<file path="src/rtl/peak_readout_regs.sv">
// Double-buffered snapshot registers for the peak finder, served byte-wise to the HPS.
// A read of byte 0 locks the front bank until LAST_ADDR is read, so a snapshot is never torn.
module peak_readout_regs #(
  parameter int PEAKS         = 6,
  parameter int FREQ_WIDTH    = 8,
  parameter int AMPL_WIDTH    = 24,
  parameter int COUNTER_WIDTH = 32,
  parameter int LAST_ADDR     = 33
) (
  input  logic                            clk,
  input  logic                            reset,
  input  logic                            valid_in,
  input  logic [COUNTER_WIDTH-1:0]        counter_in,
  input  logic [PEAKS*FREQ_WIDTH-1:0]     freqs_in,
  input  logic [PEAKS*AMPL_WIDTH-1:0]     amps_in,
  input  logic                            chipselect,
  input  logic                            write,
  input  logic [7:0]                      address,
  input  logic [7:0]                      writedata,
  output logic [7:0]                      readdata
);

  typedef struct packed {
    logic [COUNTER_WIDTH-1:0]             counter;
    logic [PEAKS-1:0][FREQ_WIDTH-1:0]     freq;
    logic [PEAKS-1:0][AMPL_WIDTH-1:0]     ampl;
  } snap_t;

  localparam logic [7:0] LAST_A      = 8'(LAST_ADDR);
  localparam logic [7:0] STATUS_ADDR = 8'd34;

  snap_t       front, back;
  logic        pending, locked, new_data, overflow;

  logic        rd_en, rd_first, rd_last, ovf_clr, swap;
  logic [7:0]  rd_byte;
  logic [7:0]  status;
  logic [4:0]  amp_rel;
  logic [AMPL_WIDTH-1:0] amp_word;
  logic        unused_wdata;

  assign rd_en    = chipselect && !write;
  assign rd_first = rd_en && (address == 8'd0);
  assign rd_last  = rd_en && (address == LAST_A);
  assign ovf_clr  = chipselect && write && (address == STATUS_ADDR) && writedata[1];
  // Opening a read sequence wins over a waiting swap, so byte 0 always comes from the bank it locks.
  assign swap     = pending && !locked && !rd_first;

  assign status       = {4'b0000, pending, locked, overflow, new_data};
  assign amp_rel      = 5'(address - 8'd10);
  assign unused_wdata = ^{writedata[7:2], writedata[0]};

  // NOTE: every signal written in always_comb gets a default first, so no path can infer a latch.
  always_comb begin
    rd_byte  = 8'h00;
    amp_word = '0;
    for (int k = 0; k < PEAKS; k++) begin
      if (amp_rel[4:2] == 3'(k)) amp_word = front.ampl[k];
    end
    case (address) inside
      [8'd0:8'd3]: begin
        case (address[1:0])
          2'd0:    rd_byte = front.counter[31:24];
          2'd1:    rd_byte = front.counter[23:16];
          2'd2:    rd_byte = front.counter[15:8];
          default: rd_byte = front.counter[7:0];
        endcase
      end
      [8'd4:8'd9]: begin
        for (int k = 0; k < PEAKS; k++) begin
          if (address == 8'(4 + k)) rd_byte = front.freq[k];
        end
      end
      [8'd10:8'd33]: begin
        case (amp_rel[1:0])
          2'd0:    rd_byte = amp_word[23:16];
          2'd1:    rd_byte = amp_word[15:8];
          2'd2:    rd_byte = amp_word[7:0];
          default: rd_byte = 8'h00;
        endcase
      end
      STATUS_ADDR: rd_byte = status;
      [8'd248:8'd255]: begin
        case (address[2:0])
          3'd0:    rd_byte = 8'd42;
          3'd1:    rd_byte = 8'd53;
          3'd2:    rd_byte = 8'd84;
          3'd3:    rd_byte = 8'd71;
          3'd4:    rd_byte = 8'd7;
          3'd5:    rd_byte = 8'd25;
          3'd6:    rd_byte = 8'd48;
          default: rd_byte = 8'd96;
        endcase
      end
      default: rd_byte = 8'h00;
    endcase
  end

  // NOTE: state is updated with non-blocking assignments so every branch sees start-of-cycle values.
  always_ff @(posedge clk) begin
    if (reset) begin
      // NOTE: the banks are cleared too, so a read straight after reset never exposes a stale snapshot.
      front    <= '0;
      back     <= '0;
      pending  <= 1'b0;
      locked   <= 1'b0;
      new_data <= 1'b0;
      overflow <= 1'b0;
      readdata <= 8'h00;
    end else begin
      if (rd_en) readdata <= rd_byte;

      if (swap) begin
        front    <= back;
        new_data <= 1'b1;
      end else if (rd_first) begin
        new_data <= 1'b0;
      end

      if (valid_in) begin
        back    <= {counter_in, freqs_in, amps_in};
        pending <= 1'b1;
      end else if (swap) begin
        pending <= 1'b0;
      end

      if (valid_in && pending && !swap) overflow <= 1'b1;
      else if (ovf_clr)                 overflow <= 1'b0;

      if (rd_first)     locked <= 1'b1;
      else if (rd_last) locked <= 1'b0;
    end
  end

endmodule

</file>
<file path="config.mk">
export PLATFORM = sky130hd
export DESIGN_NAME = peak_readout_regs
export DESIGN_NICKNAME = d
export VERILOG_FILES = /design/src/rtl/peak_readout_regs.sv
export SDC_FILE = /design/constraint.sdc
export NUM_CORES = 1
export LEC_CHECK = 0
export CORE_ASPECT_RATIO = 0.6
export CORE_UTILIZATION = 55
export DETAILED_ROUTE_END_ITERATION = 10
export HOLD_SLACK_MARGIN = 0.06
export PLACE_DENSITY = 0.8
export SETUP_SLACK_MARGIN = 0.4
export SLEW_MARGIN = 20
export SYNTH_ARGS = -nofsm -noshare
export SYNTH_HDL_FRONTEND = slang
export SYNTH_SLANG_ARGS = --single-unit
export TNS_END_PERCENT = 50
</file>
<file path="constraint.sdc">
create_clock -name clk -period 3.5 [get_ports clk]
set_input_delay 0.525 -clock clk [delete_from_list [all_inputs] [get_ports clk]]
set_output_delay 0.525 -clock clk [all_outputs]
set_load 0.05 [all_outputs]
</file>
==> results of run 1 <==
## registers in the layout (all words and copies together), names as in the netlist
| register | flops |
|---|---|
| locked | 1 |
| back | 224 |
| new_data | 1 |
| overflow | 1 |
| front | 224 |
| readdata | 8 |
| pending | 1 |
## power by group through the flow
stage	clock, mW	combinational (mW)	sequential [mW]
5_1_grt	4.82	1.48	5.64
6_report	4.54	1.39	5.63
3_5_place_dp	0	1.36	5.74
4_1_cts	4.57	1.37	5.62
2_1_floorplan	0	0.772	5.68
3_3_place_gp	0	1.34	5.73
## logic make-up after synthesis
group | after synthesis | share of synthesized area, %
xor gates and xnor gates | 4 | 0.271
buffers and inverters | 176 | 3.91
adders and majority gates | 7 | 0.474
muxes | 246 | 13.5
AOI/OAI and AO/OA | 426 | 13.5
DFF | 460 | 49.9
and+or+nand+nor | 851 | 18.5
## layer usage
metal | track usage (%) | wire [µm] | vias up
met4 | 5.94 | 657 | 0
met3 | 6.86 | 4930 | 53
li1 | - | - | 7711
met5 | 0 | 0 | -
met1 | 49.0 | 26900 | 7724
met2 | 45.5 | 23200 | 612
## how the worst max path moves through the flow
stage | end | cells past startpoint | start | slack, ps
floorplan | readdata[6] | 11 | address[2] | 680
global placement | readdata[1] | 11 | address[1] | -190
detailed placement | readdata[1] | 11 | address[1] | -190
CTS | readdata[7] | 12 | address[2] | 430
global route | readdata[7] | 12 | address[1] | 340
finish | readdata[7] | 12 | address[2] | 330
## timing repair
action                     CTS  global route
setup endpoints to repair    1            93
pin swaps                    2             2
resized for setup            4             2
## critical path, cell delays in order
cell and delay [ps]:
clkdlybuf4s50_1 570, inv_2 60, ha_1 220, buf_4 170, xor2_4 250, buf_4 280, mux2i_1 430, o21ai_0 150
nand2_1 180, a31oi_1 180, o311ai_1 440, a211oi_1 130
## placed cells by master, fill, tap and decap left out, drive strengths merged, types with 6 or more instances in the layout
cell	count
a21oi	267
a221oi	6
a222oi	11
a31oi	10
buf	70
clkbuf	60
clkdlybuf4s50	243
clkinv	8
dfxtp	460
ha	7
inv	8
mux2i	239
nand2	509
nand2b	14
nand3	16
nor2	265
nor3	6
nor4	6
o211ai	13
o21ai	51
o221ai	13
## area by class of cell
cell class / count / area share [%]
Sequential cell: 460 / 40.3
Multi-Input combinational cell: 1534 / 37.5
Timing Repair Buffer: 313 / 13.7
Clock buffer: 60 / 5.47
Tap cell: 450 / 2.46
Clock inverter: 11 / 0.389
Inverter: 8 / 0.131
## metrics by stage
step           setup WS [ps]  hold WS (ps)  util, %
2_1_floorplan            676           431        -
3_3_place_gp            -194           435     65.7
3_5_place_dp            -192           443     65.7
4_1_cts                  427           404     69.8
5_1_grt                  343           447     69.8
6_report                 327           424     69.8
==> run summary, run 1 <==
Run status: complete, no violations
Number of port buffers: 245
Period Utilization, post-route: 90.7%
Total number of vias: 16100
Leak: 8.88 nW
FF-to-FF Start: pending
Buffer count from post-CTS setup fixing: 0
Design Power: 11.5 mW
Count of non-filler cells in the finished layout: 2836
Worst hold stages: 2
Clock Power Share: 39.3%
Switching pwr: 2.90 mW
Worst min path class: primary input to register
Ys Warns: 0
Reg area: 0.00921 mm²
Slew headroom: 46.0%
Die area: 0.0343 mm²
Grt ovf: 0
DRC violation total after the first TritonRoute iteration: 1787
Layout cells sized above 1: 6.62%
CP Data Required Time: 3920 ps
Multi-input logic area: 0.00858 mm²
Skew final: 20.5 ps
Worst Max-Slew Pin Slew: 810 ps
Mapped Cells: 2170
Die width: 239 µm
Largest net degree at the start of global routing: 166
Post-DP HPWL: 39100 µm
Top_reg_cell synth: dfxtp_1
Hold buffer count at CTS: 0
Setup TNS: 0 ps
Syn nets: 2422
Clk sinks: 460
# setup viols final: 0
Power share of the sequential group: 48.7%
Peak supply drop: 337 µV
# H-tree levels: 2
Distinct cells, synth: 72
Internal: 8.65 mW
Via/cell ratio: 5.68
First-pass GRT wire length: 84200 µm
Synth top cells by count: 509 x nand2_1, 460 x dfxtp_1, 266 x a21oi_1
Clk buf depth: 3
Vias in the first global route: 14800
Synth area leader: dfxtp_1
Final instance area: 0.0229 mm²
Final wirelength: 55700 µm
GRT Overall Usage: 31.9%
Yosys top cell area share: 49.9%
# nets final: 2610
Crit Reg-Reg Endpoint: front[160]
Register area share after synthesis: 49.9%
Post-synth EDFFs: 0
Antenna Nets Post-Route: 0
Layout area overhead: 23.8%
Top-count cell post-synth: nand2_1
PD cells: 505 mW/mm²
Synthesized area: 0.0185 mm²
WHS Endpoint: pending
Element type at the critical path end: register
CTS clock-pin slew for the worst setup and hold paths: 70 ps
Ys async rst share: 0%
R2R depth: 4
Startpoint type of the worst setup path: primary input
Placed inst area: 0.0215 mm²
Fin crit period: 3170 ps
FP Rows: 51
Mean Syn Cell Area: 8.51 µm²
TritonCTS Buffers: 41
Core Region: 0.0327 mm²
IO Count: 253
Diode count: 0
RSZ-0062 raised after global routing: true
Max Slew Vio Count: 0
Die H: 144 µm
Initial Util: 56.4%
Hold Startpoint: reset
Comb pwr share: 12.0%
1st-pass router iterations: 6
Switching Share: 25.1%
Worst Path Class, Setup: primary input to register
Register-to-Register Setup Slack: 1230 ps
Crit Path Max Fanout: 11
Dpl cells: 2765
WP data arrival: 3590 ps
Initial antenna violation count: 0
FILL cells: 2595
WL/cell: 19.6 µm
Worst-skew pair later-pin latency: 560 ps
Clock root buffer: clkbuf_16
Final hold vios: 0
MaxCap Viol Count: 0
CTS tree: done
DRC viols: 0
Synth area leaders: dfxtp_1 50%, mux2i_1 13%, nand2_1 10%, a21oi_1 7.2%, nor2_1 5.4%
Gp weighted congestion: 0.930
Achievable Freq: 315 MHz
Seq cells post-synth: 460
No activity file was read; power rests on OpenSTA's default activity.
==> run 2, diff against run 1 <==
Settings changed: CORE_UTILIZATION 55 to 57, CTS_BUF_LIST from default to sky130_fd_sc_hd__clkbuf_8, PLACE_DENSITY 0.8 to 0.83.
==> run 2 against run 1 <==
Worst setup slack improved by 190 ps. Utilization up 2.9 points. Die area down 3.5%. Clock power is essentially flat. First-iteration DRC count up 10%. Sequential share of layout area shrank 0.16 points. Register-to-register slack better by 230 ps. Cell count rose by 0.53%. Sequential power about the same. Global-route usage up 1.3 points. Maximum frequency grew 6.5%. Largest cell class unchanged.
==> run summary, run 2 (same netlist as run 1, synthesis figures left out) <==
Smallest setup slack after layout: 522 ps (+195 ps)
Met1 Use GR: 50.2% (+1.2 points)
Worst Path Class, Setup: primary input to register
Die area: 0.0331 mm² (-3.5%)
Total number of vias: 16400 (+2.1%)
Post-CTS resize count: 0 (-4)
Clk buf depth: 3 (unchanged)
Worst slack at placement: 35.0 ps (+227 ps)
Slew headroom: 38.1% (-7.9 points)
FP Rows: 50 (-2.0%)
Buffer count from post-CTS setup fixing: 0 (unchanged)
Fin crit period: 2980 ps (-195 ps)
CP startpoint: address[0]
Clock root buffer: clkbuf_8
Initial antenna violation count: 1 (+1)
1st-pass router iterations: 5 (-1)
CTS tree: done
# setup viols final: 0 (unchanged)
DRC violation total after the first TritonRoute iteration: 1969 (+10%)
Run status: complete, no violations
Global routing's busiest layer: met1
Achievable Freq: 336 MHz (+6.5%)
Commonest non-fill, non-tap cell in the layout: nand2_1
Peak supply drop: 329 µV (-2.2%)
Setup TNS: 0 ps (unchanged)
DRC viols: 0 (unchanged)
Slowest stage delay, CP: 620 ps (+50 ps)
PD cells: 505 mW/mm² (about the same)
WL/cell: 19.5 µm (-0.64%)
RSZ-0062 raised after global routing: false
Element type at the critical path end: register
GR Layer Usage met3: 7.46% (+0.60 points)
# H-tree levels: 3 (+1)
Diode count: 0 (unchanged)
Leak: 9.05 nW (+2.0%)
Layout area overhead: 24.2%
WP data arrival: 3470 ps (-120 ps)
Design Power: 11.6 mW (+0.43%)
CP Data Required Time: 3990 ps (+70 ps)
FF-to-FF Start: front[219]
Most frequent cells in the layout: 509 x nand2_1, 460 x dfxtp_1, 266 x a21oi_1, 265 x nor2_1, 243 x clkdlybuf4s50_1
Critical-path top delay cell: clkdlybuf4s50_1
Die width: 234 µm (-1.8%)
Worst-skew pair later-pin latency: 630 ps (+70 ps)
Antenna Nets Post-Route: 0 (unchanged)
WHS: 398 ps (-26.1 ps)
MaxCap Viol Count: 0 (unchanged)
First-pass GRT wire length: 84900 µm (+0.89%)
Register-to-Register Setup Slack: 1460 ps (+230 ps)
GRT Overall Usage: 33.2% (+1.3 points)
IO Count: 253 (unchanged)
Core Region: 0.0315 mm² (-3.7%)
Vias in the first global route: 15400 (+4.0%)
Hold buffer count at CTS: 0 (unchanged)
Post-DP HPWL: 39100 µm (about the same)
CP Cell Sequence: clkdlybuf4s50_1 -> inv_1 -> ha_1 -> buf_4 -> a222oi_1 -> nand2_1 -> o2111ai_1 -> a21oi_1 -> nand2b_1 -> nor4_1 -> nor2_1
Largest net degree at the start of global routing: 145 (-13%)
# nets final: 2637 (+1.0%)
Initial Util: 58.6% (+2.2 points)
Final hold vios: 0 (unchanged)
Gp weighted congestion: 0.949 (+2.0%)
Met2 Track Usage GR: 47.4% (+1.9 points)
Worst Max-Slew Pin Slew: 929 ps (+119 ps)
TritonCTS Buffers: 66 (+61%)
Crit Reg-Reg Endpoint: readdata[3]
Via/cell ratio: 5.76 (+1.5%)
Max Slew Vio Count: 0 (unchanged)
Worst min path class: primary input to register
Startpoint type of the worst setup path: primary input
Period Utilization, post-route: 85.1% (-5.6 points)
CTS clock-pin slew for the worst setup and hold paths: 70 ps (about the same)
Grt ovf: 0 (unchanged)
Die H: 141 µm (-1.7%)
Number of port buffers: 245 (unchanged)
Worst setup path end: readdata[3]
Final wirelength: 55600 µm (-0.11%)
Crit Path Max Fanout: 10 (-1)
Clk sinks: 460 (unchanged)
R2R depth: 7 (+3)
Largest registers: back x224, front x224, readdata x8
Layout cells sized above 1: 7.84% (+1.2 points)
Skew final: 23.5 ps (+3.03 ps)
run 2: cell count changes in the layout (fill, tap and decap cells not counted), moves of 4 or more:
cell,delta
buf_12,+4
clkbuf_8,+77
clkbuf_1,-6
inv_1,+20
clkbuf_16,-43
clkinv_2,-4
run 2: layout make-up:
cell class / count / area (µm²)
clock buffer: 88 / 1210
clock inverter: 30 / 216
fill: 2382 / 8590
inverter: 8 / 30.0
multi-input combinational: 1534 / 8550
sequential: 460 / 9210
tap: 416 / 520
timing repair buffer: 315 / 3200
run 2: metrics by stage:
step / area (µm²) / util (%) / std cells
4_1_cts: 22900 / 72.8 / 2851
6_report: 22900 / 72.8 / 2851
3_5_place_dp: 21500 / 68.2 / 2733
2_1_floorplan: 18500 / - / 2170
3_3_place_gp: 21500 / 68.2 / 2733
5_1_grt: 22900 / 72.8 / 2851
run 2: how the worst min path moves through the flow:
stage                     slack, ps  startpoint  cells past startpoint    endpoint
after floorplan                 430   back[100]                      2  front[100]
after global placement          440   front[96]                      2   front[96]
after detailed placement        450   back[146]                      2  front[146]
after CTS                       420       reset                      2   back[191]
after global routing            450       reset                      2   back[191]
final                           400       reset                      2   back[147]
run 2: critical path: cells and delay by family:
family / cells / cell delay, ps
AOI/OAI and AO/OA: 3 / 730
adders and majority gates: 1 / 380
buffers and inverters: 3 / 990
and+or+nand+nor: 4 / 830
run 2: per-layer routing:
layer	vias to the layer above	share of wire, %
met1	7828	47
met2	740	42
met3	79	9.9
met5	-	0
met4	0	1.5
li1	7785	-
run 2: report_power, final:
| group | switching, mW | internal [mW] | total (mW) |
|---|---|---|---|
| combinational | 0.761 | 0.638 | 1.40 |
| clock | 2.09 | 2.48 | 4.57 |
| sequential | 0.156 | 5.47 | 5.63 |
| total | 3.01 | 8.59 | 11.6 |
==> run 3, diff against run 2 <==
Settings changed: HOLD_SLACK_MARGIN 0.06 to 0.12.
==> results of run 3 <==
Same layout as run 2: the final DEF is identical, and so are final timing and power.
